==> src/rtl/div_ctrl_pkg.sv <==
// Shared encodings for the M-extension divide sequencer and its sign-fix helper.
package div_ctrl_pkg;

  localparam logic [1:0] OP_DIV  = 2'b00;
  localparam logic [1:0] OP_DIVU = 2'b01;
  localparam logic [1:0] OP_REM  = 2'b10;
  localparam logic [1:0] OP_REMU = 2'b11;

  localparam logic [31:0] INT_MIN = 32'h8000_0000;

  typedef enum logic [2:0] {
    IDLE  = 3'd0,
    ISSUE = 3'd1,
    WAIT  = 3'd2,
    FIXUP = 3'd3,
    RESP  = 3'd4
  } state_e;

  function automatic logic [31:0] neg32(input logic [31:0] v);
    return ~v + 32'd1;
  endfunction

endpackage

==> src/rtl/div_sign_fix.sv <==
// Combinational sign handling around the unsigned divider core:
// operand magnitudes, result negation and RISC-V special-case detection.
module div_sign_fix
  import div_ctrl_pkg::*;
(
  input  logic [1:0]  op,
  input  logic [31:0] rs1,
  input  logic [31:0] rs2,
  input  logic [31:0] q_raw,
  input  logic [31:0] r_raw,
  input  logic        quo_neg,
  input  logic        rem_neg,
  output logic [31:0] abs_a,
  output logic [31:0] abs_b,
  output logic        quo_neg_req,
  output logic        rem_neg_req,
  output logic        special,
  output logic [31:0] special_data,
  output logic [31:0] q_fix,
  output logic [31:0] r_fix
);

  logic is_signed;
  logic sign_a;
  logic sign_b;
  logic div_zero;
  logic overflow;

  always_comb begin
    is_signed   = (op == OP_DIV) || (op == OP_REM);
    sign_a      = is_signed & rs1[31];
    sign_b      = is_signed & rs2[31];
    abs_a       = sign_a ? neg32(rs1) : rs1;
    abs_b       = sign_b ? neg32(rs2) : rs2;
    quo_neg_req = sign_a ^ sign_b;
    rem_neg_req = sign_a;

    // Divide-by-zero takes precedence; overflow only exists for signed ops.
    div_zero     = (rs2 == 32'd0);
    overflow     = is_signed && (rs1 == INT_MIN) && (rs2 == 32'hFFFF_FFFF);
    special      = div_zero | overflow;
    special_data = 32'd0;
    if (div_zero) begin
      special_data = op[1] ? rs1 : 32'hFFFF_FFFF;
    end else if (overflow) begin
      special_data = op[1] ? 32'd0 : INT_MIN;
    end

    q_fix = quo_neg ? neg32(q_raw) : q_raw;
    r_fix = rem_neg ? neg32(r_raw) : r_raw;
  end

endmodule

==> src/rtl/div_seq_ctrl.sv <==
// Execute-stage sequencer driving a shared unsigned restoring divider core,
// with RISC-V DIV/DIVU/REM/REMU semantics and a one-entry q/r reuse register.
module div_seq_ctrl
  import div_ctrl_pkg::*;
#(
  parameter int XLEN     = 32,
  parameter int CACHE_EN = 1
) (
  input  logic            clk,
  input  logic            rstLow,
  input  logic            req_valid,
  output logic            req_ready,
  input  logic [1:0]      req_op,
  input  logic [XLEN-1:0] req_rs1,
  input  logic [XLEN-1:0] req_rs2,
  input  logic            flush,
  output logic            resp_valid,
  input  logic            resp_ready,
  output logic [XLEN-1:0] resp_data,
  output logic            core_start,
  output logic [XLEN-1:0] core_a,
  output logic [XLEN-1:0] core_b,
  input  logic            core_busy,
  input  logic [XLEN-1:0] core_q,
  input  logic [XLEN-1:0] core_r
);

  localparam bit UseCache = (CACHE_EN != 0);

  state_e          state_q, state_d;
  logic [1:0]      op_q, op_d;
  logic [XLEN-1:0] rs1_q, rs1_d;
  logic [XLEN-1:0] rs2_q, rs2_d;
  logic            quo_neg_q, quo_neg_d;
  logic            rem_neg_q, rem_neg_d;
  logic [XLEN-1:0] core_a_q, core_a_d;
  logic [XLEN-1:0] core_b_q, core_b_d;
  logic [XLEN-1:0] q_raw_q, q_raw_d;
  logic [XLEN-1:0] r_raw_q, r_raw_d;
  logic [XLEN-1:0] resp_data_q, resp_data_d;
  logic            c_valid_q, c_valid_d;
  logic [XLEN-1:0] c_rs1_q, c_rs1_d;
  logic [XLEN-1:0] c_rs2_q, c_rs2_d;
  logic            c_uns_q, c_uns_d;
  logic [XLEN-1:0] c_quo_q, c_quo_d;
  logic [XLEN-1:0] c_rem_q, c_rem_d;

  logic [XLEN-1:0] abs_a, abs_b, special_data, q_fix, r_fix;
  logic            quo_neg_req, rem_neg_req, special;
  logic            accept, cache_hit;

  div_sign_fix u_sign_fix (
    .op           (req_op),
    .rs1          (req_rs1),
    .rs2          (req_rs2),
    .q_raw        (q_raw_q),
    .r_raw        (r_raw_q),
    .quo_neg      (quo_neg_q),
    .rem_neg      (rem_neg_q),
    .abs_a        (abs_a),
    .abs_b        (abs_b),
    .quo_neg_req  (quo_neg_req),
    .rem_neg_req  (rem_neg_req),
    .special      (special),
    .special_data (special_data),
    .q_fix        (q_fix),
    .r_fix        (r_fix)
  );

  // Ready is gated by reset so it reads 0 while rstLow is asserted.
  assign req_ready  = rstLow && (state_q == IDLE) && !core_busy;
  assign resp_valid = (state_q == RESP);
  assign resp_data  = resp_data_q;
  assign core_start = (state_q == ISSUE);
  assign core_a     = core_a_q;
  assign core_b     = core_b_q;

  assign accept    = req_valid && req_ready && !flush;
  assign cache_hit = UseCache && c_valid_q && (c_rs1_q == req_rs1) &&
                     (c_rs2_q == req_rs2) && (c_uns_q == req_op[0]);

  always_comb begin
    state_d     = state_q;
    op_d        = op_q;
    rs1_d       = rs1_q;
    rs2_d       = rs2_q;
    quo_neg_d   = quo_neg_q;
    rem_neg_d   = rem_neg_q;
    core_a_d    = core_a_q;
    core_b_d    = core_b_q;
    q_raw_d     = q_raw_q;
    r_raw_d     = r_raw_q;
    resp_data_d = resp_data_q;
    c_valid_d   = c_valid_q;
    c_rs1_d     = c_rs1_q;
    c_rs2_d     = c_rs2_q;
    c_uns_d     = c_uns_q;
    c_quo_d     = c_quo_q;
    c_rem_d     = c_rem_q;

    unique case (state_q)
      IDLE: begin
        if (accept) begin
          op_d      = req_op;
          rs1_d     = req_rs1;
          rs2_d     = req_rs2;
          quo_neg_d = quo_neg_req;
          rem_neg_d = rem_neg_req;
          if (special) begin
            resp_data_d = special_data;
            state_d     = RESP;
          end else if (cache_hit) begin
            resp_data_d = req_op[1] ? c_rem_q : c_quo_q;
            state_d     = RESP;
          end else begin
            core_a_d = abs_a;
            core_b_d = abs_b;
            state_d  = ISSUE;
          end
        end
      end
      ISSUE: state_d = WAIT;
      WAIT: begin
        if (!core_busy) begin
          q_raw_d = core_q;
          r_raw_d = core_r;
          state_d = FIXUP;
        end
      end
      FIXUP: begin
        resp_data_d = op_q[1] ? r_fix : q_fix;
        c_valid_d   = UseCache;
        c_rs1_d     = rs1_q;
        c_rs2_d     = rs2_q;
        c_uns_d     = op_q[0];
        c_quo_d     = q_fix;
        c_rem_d     = r_fix;
        state_d     = RESP;
      end
      RESP: begin
        if (resp_ready) state_d = IDLE;
      end
      default: state_d = IDLE;
    endcase

    // Flush beats everything, including a same-cycle response handshake.
    if (flush) begin
      state_d   = IDLE;
      c_valid_d = 1'b0;
    end
  end

  always_ff @(posedge clk or negedge rstLow) begin
    if (!rstLow) begin
      state_q     <= IDLE;
      op_q        <= 2'b00;
      rs1_q       <= '0;
      rs2_q       <= '0;
      quo_neg_q   <= 1'b0;
      rem_neg_q   <= 1'b0;
      core_a_q    <= '0;
      core_b_q    <= '0;
      q_raw_q     <= '0;
      r_raw_q     <= '0;
      resp_data_q <= '0;
      c_valid_q   <= 1'b0;
      c_rs1_q     <= '0;
      c_rs2_q     <= '0;
      c_uns_q     <= 1'b0;
      c_quo_q     <= '0;
      c_rem_q     <= '0;
    end else begin
      state_q     <= state_d;
      op_q        <= op_d;
      rs1_q       <= rs1_d;
      rs2_q       <= rs2_d;
      quo_neg_q   <= quo_neg_d;
      rem_neg_q   <= rem_neg_d;
      core_a_q    <= core_a_d;
      core_b_q    <= core_b_d;
      q_raw_q     <= q_raw_d;
      r_raw_q     <= r_raw_d;
      resp_data_q <= resp_data_d;
      c_valid_q   <= c_valid_d;
      c_rs1_q     <= c_rs1_d;
      c_rs2_q     <= c_rs2_d;
      c_uns_q     <= c_uns_d;
      c_quo_q     <= c_quo_d;
      c_rem_q     <= c_rem_d;
    end
  end

endmodule
==> config.mk <==
export PLATFORM = sky130hd
export DESIGN_NAME = div_seq_ctrl
export DESIGN_NICKNAME = d
export VERILOG_FILES = /design/src/rtl/div_ctrl_pkg.sv /design/src/rtl/div_sign_fix.sv /design/src/rtl/div_seq_ctrl.sv
export SDC_FILE = /design/constraint.sdc
export NUM_CORES = 1
export LEC_CHECK = 0
export CORE_ASPECT_RATIO = 0.75
export CORE_MARGIN = 2
export CORE_UTILIZATION = 32
export DETAILED_ROUTE_END_ITERATION = 10
export PLACE_DENSITY_LB_ADDON = 0.3
export REMOVE_ABC_BUFFERS = 1
export SLEW_MARGIN = 20
export SYNTH_ARGS = -nofsm -noshare
export SYNTH_HDL_FRONTEND = slang
export SYNTH_HIERARCHICAL = 1
export SYNTH_SLANG_ARGS = --single-unit
==> constraint.sdc <==
create_clock -name clk -period 5.8 [get_ports clk]
set_input_delay 1.16 -clock clk [delete_from_list [all_inputs] [get_ports clk]]
set_output_delay 1.16 -clock clk [all_outputs]
set_load 0.005 [all_outputs]
==> results of run 1 <==
## how the worst min path moves through the flow
stage / start / to / slack, ns / depth (start not counted)
global route: rs1_q[26] / c_rs1_q[26] / 0.51 / 1
CTS: rs1_q[26] / c_rs1_q[26] / 0.46 / 1
finish: rs1_q[26] / c_rs1_q[26] / 0.46 / 1
global placement: rs2_q[10] / rs2_q[10] / 0.46 / 2
floorplan: rs2_q[10] / rs2_q[10] / 0.45 / 2
detailed placement: rs2_q[29] / rs2_q[29] / 0.47 / 2
## per-layer routing
layer | global-route usage (%) | vias to the layer above | wire length, µm
met5 | 0 | - | 19
met3 | 3.22 | 83 | 4050
met4 | 4.18 | 4 | 1180
met1 | 29.6 | 9037 | 34600
met2 | 30.2 | 516 | 31400
li1 | - | 8192 | -
## power groups by stage
stage               clock network, mW  logic, mW  registers [mW]
global route                     3.04       2.70            3.75
global placement                    0       2.41            3.66
floorplan                           0       1.53            3.55
detailed placement                  0       2.47            3.69
finish                           2.86       2.47            3.65
CTS                              2.94       2.49            3.65
## layout make-up
class / instances / area (µm²)
Fill cell: 6568 / 40700
Multi-Input combinational cell: 1513 / 11500
Sequential cell: 361 / 9030
Timing Repair Buffer: 279 / 2760
Clock buffer: 58 / 1210
Tap cell: 882 / 1100
Inverter: 115 / 432
Clock inverter: 17 / 245
Antenna cell: 1 / 2.50
## critical path: cells and delay by family
kind                   cells  cell delay (ns)
AO/OA/AOI/OAI              4             0.67
AND/OR/NAND/NOR            4             1.41
buffers and inverters      4             1.48
## metrics by stage
step	instances	setup TNS, ns
2_1_floorplan	1989	-356.19
3_3_place_gp	3150	0
3_5_place_dp	3150	0
4_1_cts	3225	0
5_1_grt	3225	0
6_report	3226	0
## cell usage in the layout, fill, tap and decap left out, types with 29 or more instances in the layout
| cell type | instances |
|---|---|
| clkdlybuf4s50_1 | 232 |
| a22oi_1 | 32 |
| nand2b_1 | 37 |
| and3_1 | 34 |
| xor2_1 | 45 |
| o22a_1 | 32 |
| a21oi_1 | 105 |
| buf_4 | 39 |
| nand3_1 | 79 |
| nor2_1 | 56 |
| o211ai_1 | 32 |
| dfrtp_1 | 360 |
| o21ai_0 | 120 |
| nand2_1 | 39 |
| nor4_1 | 29 |
| o21a_1 | 66 |
| clkbuf_16 | 44 |
| mux2i_1 | 64 |
| mux2_2 | 258 |
| or4_1 | 83 |
| nor3b_1 | 66 |
| a21oi_2 | 30 |
| o31ai_1 | 32 |
| inv_1 | 114 |
| xnor2_1 | 116 |
## cell families (layout without fill, tap and decap cells)
group / after synthesis / in the layout / synth area share [%]
buffers and inverters: 288 / 469 / 5.62
xor gates and xnor gates: 161 / 161 / 6.49
other: 0 / 1 / 0
muxes: 322 / 322 / 16.3
and+or+nand+nor: 522 / 522 / 14.5
AOI/OAI and AO/OA: 503 / 503 / 15.2
adders and majority gates: 5 / 5 / 0.288
DFF: 361 / 361 / 41.6
## Yosys cell counts (2+ instances only)
cell         n  area [µm²]
a2111oi_0    5        43.8
nand2b_1    37         231
nor3b_1     66         495
o21a_1      66         495
nand4bb_1    3        33.8
mux2i_1     64         641
buf_4        4        30.0
mux2_2     258        2910
ha_1         5        62.6
a22oi_1     32         240
nor4_1      29         181
and3_1      34         213
o31ai_1     32         240
or4_1       84         631
o21ai_1     18        90.1
buf_1        7        26.3
nor2_1      56         210
buf_12       3        60.1
o41ai_1     15         131
a31oi_1      4        25.0
or2_2        4        25.0
nand4b_1     3        26.3
o211ai_1    32         240
o22a_1      32         280
nand2_1     39         146
and2_1       2        12.5
and4_1       2        17.5
clkbuf_1   149         559
or4_4        3        33.8
a21oi_2     30         263
a21oi_1    105         526
nor3_1      18        90.1
xnor2_1    116        1020
dfrtp_1    361        9030
inv_1      114         428
xor2_1      45         394
a41oi_1      3        26.3
nand4_1     28         175
buf_6       10         113
nor2b_1     18         113
or3_1        9        56.3
o21ai_0    120         601
nand3_1     80         400
==> results.md, run 1 <==
* Final hold viol count at 0
* Pleak at 10.7 nW
* Vias in the first global route at 17.7k
* Final slew viol count at 0
* Slew margin rel. at 31.8%
* Core area at 67,000 µm²
* Antenna violations before repair at 2
* Post-CTS Resized at 0
* Status: complete, no violations
* Full die area at roughly 70,000 µm²
* CP max FO at 74
* Final WS setup at about 1.4 ns
* FFs w/ async S/R, synth at 100%
* Number of hold buffers added after cts at 0
* Achievable clock frequency at ~0.23 GHz
* Worst path slowest cell: clkdlybuf4s50_1
* Average wire per standard cell at roughly 22 µm
* Util after Layout at 39.3%
* Distinct cells, synth at 60
* Nets@finish at 2,454
* Total I/O pin count at between 200 and 250
* Peak VDD IR at 173 µV
* Sw Ratio at 32.0%
* Slew of the pin with the lowest slew margin at 1.02 ns
* First-pass GRT wire length at 109 mm
* Final Wtd Congestion at 0.878
* Mean Syn Cell Area at 10.0 µm²
* Synthesized flop and latch total at 361
* # port buffers at 234
* Antenna Nets Post-Route at 0
* Clk sink count at ~360
* Total CTS buffers at 43
* Area Growth Syn to Fin at 21.1%
* Critical Path End: resp_data[7]
* Synth warn at 6
* Largest net degree at the start of global routing at roughly 170
* Clock tree from TritonCTS: built
* CP most frequent cell: buf_4
* Drt via density at 5.53
* Die width at 305 µm
* Post-synthesis sequential area ratio at between 40% and 50%
* Setup CP Type: primary input to flop
* Required time of the critical path at ~6.2 ns
* Clock group share of total power at approximately a third
* Final setup vio count at 0
* Crit-path cells: clkdlybuf4s50_1, nor4_1, buf_4, and4_1, nand3_1, o21ai_4, buf_12, buf_4, nor2_1, a21oi_1, o22a_1, o211ai_1
* Worst r2r dst: resp_data[27]
* Fin crit share at 75.5%
* Pwr Total at 8.98 mW
* Final instance area at 26,300 µm²
* CP Capture Type: flop
* Sequential share of power at 40.7%
* Final Critical Period at ~4.4 ns
* Via count at 17.8k
* Layout cells sized above 1 at 18.1%
* GRT overflow at 0
* Iter 0 DRT Violations at 1,411
* Root Driver: clkbuf_16
* Initial DRT Pass Iterations at 5
* Maximum clock path buffer count at 3
* Clock Latency Late Sink at 0.59 ns
* DP HPWL at a little under 50 mm
* Clock skew at 0.0402 ns
* Die H at 230 µm
* Post-CTS setup buffers at 0
* Dpl cell area at 24,800 µm²
* Flop-to-flop setup slack at 2.16 ns
* Synth Flop Type: dfrtp_1
* Drc violations at 0
* Unrepaired setup endpoints after global routing: no
* Post-synthesis cell count at 2,162
* WL final at 71.2 mm
* Worst-path clk slew at 0.06 ns
* H-tree levels at 2
* Number of synthesized flops with an enable pin at 0
* Worst reg2reg startpoint: r_raw_q[4]
* Pwr dens at 342 nW/µm²
* Initial cell density of the core at around a third
* Type of the worst min-delay path: flop to flop
* Switching power at 2.87 mW
* CP startpoint: req_rs1[9]
* Pre-CTS setup slack at between 0.8 and 0.9 ns
* Pint at 6.11 mW
* R2R depth at 8
* Startpoint Class: primary input
* Worst path arrival time at 4.82 ns
* Max Cap Viol at 0
* Hold slack at 0.463 ns
* Largest stage delay, worst path at 0.55 ns
* Synth Cell Area at 21,700 µm²
* Combinational share of power at 27.5%
* # rows at 82
* Aggregate global-route resource usage at 19.9%
No activity file was read; power rests on OpenSTA's default activity.
==> run 2: changes to the inputs <==
==> constraint.sdc (replaced) <==
create_clock -name clk -period 4.4 [get_ports clk]
set_input_delay 0.88 -clock clk [delete_from_list [all_inputs] [get_ports clk]]
set_output_delay 0.88 -clock clk [all_outputs]
set_load 0.005 [all_outputs]
==> run 2 against run 1 <==
Utilization increased by 0.80 points. Clock power increased by 33%. Critical path depth decreased by 4. Cell count up 1.5%. Power increased by 32%. Sequential share of layout area is 0.68 points lower. Largest power group unchanged. Highest routed layer unchanged.
==> results.md, run 2 (synthesis gave the netlist of run 1 again) <==
* Pwr dens at 443 nW/µm² (+30%)
* Iter 0 DRT Violations at 1,545 (+9.5%)
* Final instance area at 26,800 µm² (+2.0%)
* Fin crit share at 85.1%
* Met1 usage at 29.7% (+0.14 points)
* Pleak at 10.9 nW (+2.8%)
* Post-CTS setup buffers at 0 (unchanged)
* Slew of the pin with the lowest slew margin at 1.05 ns (+0.0260 ns)
* Aggregate global-route resource usage at 20.2% (+0.28 points)
* Most frequent cells in the layout: 359 x dfrtp_1, 258 x mux2_2, 232 x clkdlybuf4s50_1, 120 x o21ai_0, 116 x xnor2_1
* Antenna violations before repair at 5 (+3)
* Worst-path clk slew at 0.07 ns (about the same)
* Clk sink count at 361 (unchanged)
* Final Critical Period at between 3 and 4 ns
* Setup CP Type: flop to flop
* DP HPWL at 50.5 mm (+3.7%)
* Max Cap Viol at 0 (unchanged)
* CP startpoint: r_raw_q[8]
* # rows at 82 (unchanged)
* GR Util met2 at 31.0% (+0.75 points)
* Average wire per standard cell at 21.9 µm (-0.67%)
* Full die area at 70,000 µm² (unchanged)
* First-pass GRT wire length at 111 mm (+1.5%)
* Most common cell after layout, fill and taps aside: dfrtp_1
* Clock skew at 0.0206 ns (-0.0195 ns)
* Maximum clock path buffer count at 3 (unchanged)
* GRT overflow at 0 (unchanged)
* Final hold viol count at 0 (unchanged)
* Worst reg2reg startpoint: r_raw_q[8]
* Vias in the first global route at 18.3k (+3.0%)
* Status: complete, no violations
* WL final at 71.8 mm (+0.84%)
* Largest stage delay, worst path at 0.89 ns (+0.34 ns)
* Die H at 230 µm (unchanged)
* Post-CTS Resized at 0 (unchanged)
* H-tree levels at 2 (unchanged)
* Startpoint Class: flop
* CP max FO at 6 (-92%)
* Drt via density at 5.55 (+0.35%)
* Dpl cell area at 25,300 µm² (+2.0%)
* Initial cell density of the core at 32.4% (unchanged)
* Final slew viol count at 0 (unchanged)
* Final setup vio count at 0 (unchanged)
* Met3 usage at 3.14% (-0.083 points)
* Clock tree from TritonCTS: built
* Initial DRT Pass Iterations at 7 (+2)
* Required time of the critical path at 4.90 ns (-1.34 ns)
* Achievable clock frequency at about 0.27 GHz
* Nets@finish at 2,498 (+1.8%)
* Sum Neg Setup Slack at 0 ns (unchanged)
* Area Growth Syn to Fin at 23.6%
* Fill count at 6,441 (-1.9%)
* Critical path's top delay family: simple AND/OR/NAND/NOR gates
* Unrepaired setup endpoints after global routing: no
* Layout cells sized above 1 at 19.8% (+1.7 points)
* Number of hold buffers added after cts at 0 (unchanged)
* Worst path slowest cell: nor4_1
* Crit path buf inv count at 0 (-4)
* Largest net degree at the start of global routing at 162 (-2.4%)
* Via count at 18.2k (+1.9%)
* Grt peak-use layer: met2
* Die width at 305 µm (unchanged)
* # port buffers at 234 (unchanged)
* Post-Place Cells at 3,195 (+1.4%)
* Worst path arrival time at 4.25 ns (-0.57 ns)
* Antenna Nets Post-Route at 0 (unchanged)
* Crit-path cells: or4_1, nor4_1, nand3_1, o31ai_1, xnor2_1, mux2i_1, o22a_1, o211ai_1
* Final Wtd Congestion at 0.904 (+3.0%)
* Root Driver: clkbuf_16
* CP Capture Type: flop
* Final std cells w/o fill at 3,275 (+1.5%)
* Total I/O pin count at 235 (unchanged)
* Drc violations at 0 (unchanged)
* Clock Latency Late Sink at 0.59 ns (about the same)
* Core area at 67,000 µm² (unchanged)
* Type of the worst min-delay path: primary input to asynchronous set/reset pin
* Slew margin rel. at 30.1% (-1.7 points)
* Peak VDD IR at 246 µV (+42%)
* Total CTS buffers at 42 (-2.3%)
run 2: stage by stage:
step	util, %	hold slack (ns)	setup slack (ns)	power, mW
final	40.1	0.210	0.654	11.9
after global routing	40.1	0.192	0.593	12.6
after CTS	40.0	0.185	0.768	12.0
after floorplan	-	0.446	-4.20	6.69
after detailed placement	37.8	0.471	0.162	8.16
after global placement	37.8	0.459	0.117	8.03
run 2: cell type report:
| cell class | instances | area [µm²] | share of cell area (%) |
|---|---|---|---|
| Multi-Input combinational cell | 1513 | 11500 | 42.9 |
| Sequential cell | 361 | 9040 | 33.7 |
| Timing Repair Buffer | 324 | 3260 | 12.1 |
| Clock buffer | 63 | 1300 | 4.85 |
| Tap cell | 882 | 1100 | 4.11 |
| Inverter | 115 | 432 | 1.61 |
| Clock inverter | 14 | 194 | 0.723 |
| Antenna cell | 3 | 7.51 | 0.0280 |
run 2: final timing paths:
path | endpoint | depth (start not counted) | slack (ns)
min in group clk | rs2_q[29] | 2 | 0.49
worst max register to register | resp_data[27] | 8 | 0.65
worst min-delay path | rs1_q[30] | 1 | 0.21
max in group asynchronous | quo_neg_q | 2 | 2.86
worst min register to register | rs2_q[29] | 2 | 0.49
worst max-delay path | resp_data[27] | 8 | 0.65
run 2: layer usage:
layer,part of all wire (%),routed length (µm)
met5,0.031,22
met4,1.7,1230
met3,5.6,4050
met2,45,32000
met1,48,34500
run 2: where the power goes:
part	total, mW	internal [mW]	switching (mW)
sequential	4.85	4.09	0.760
clock	3.80	2.29	1.51
combinational	3.25	1.76	1.49
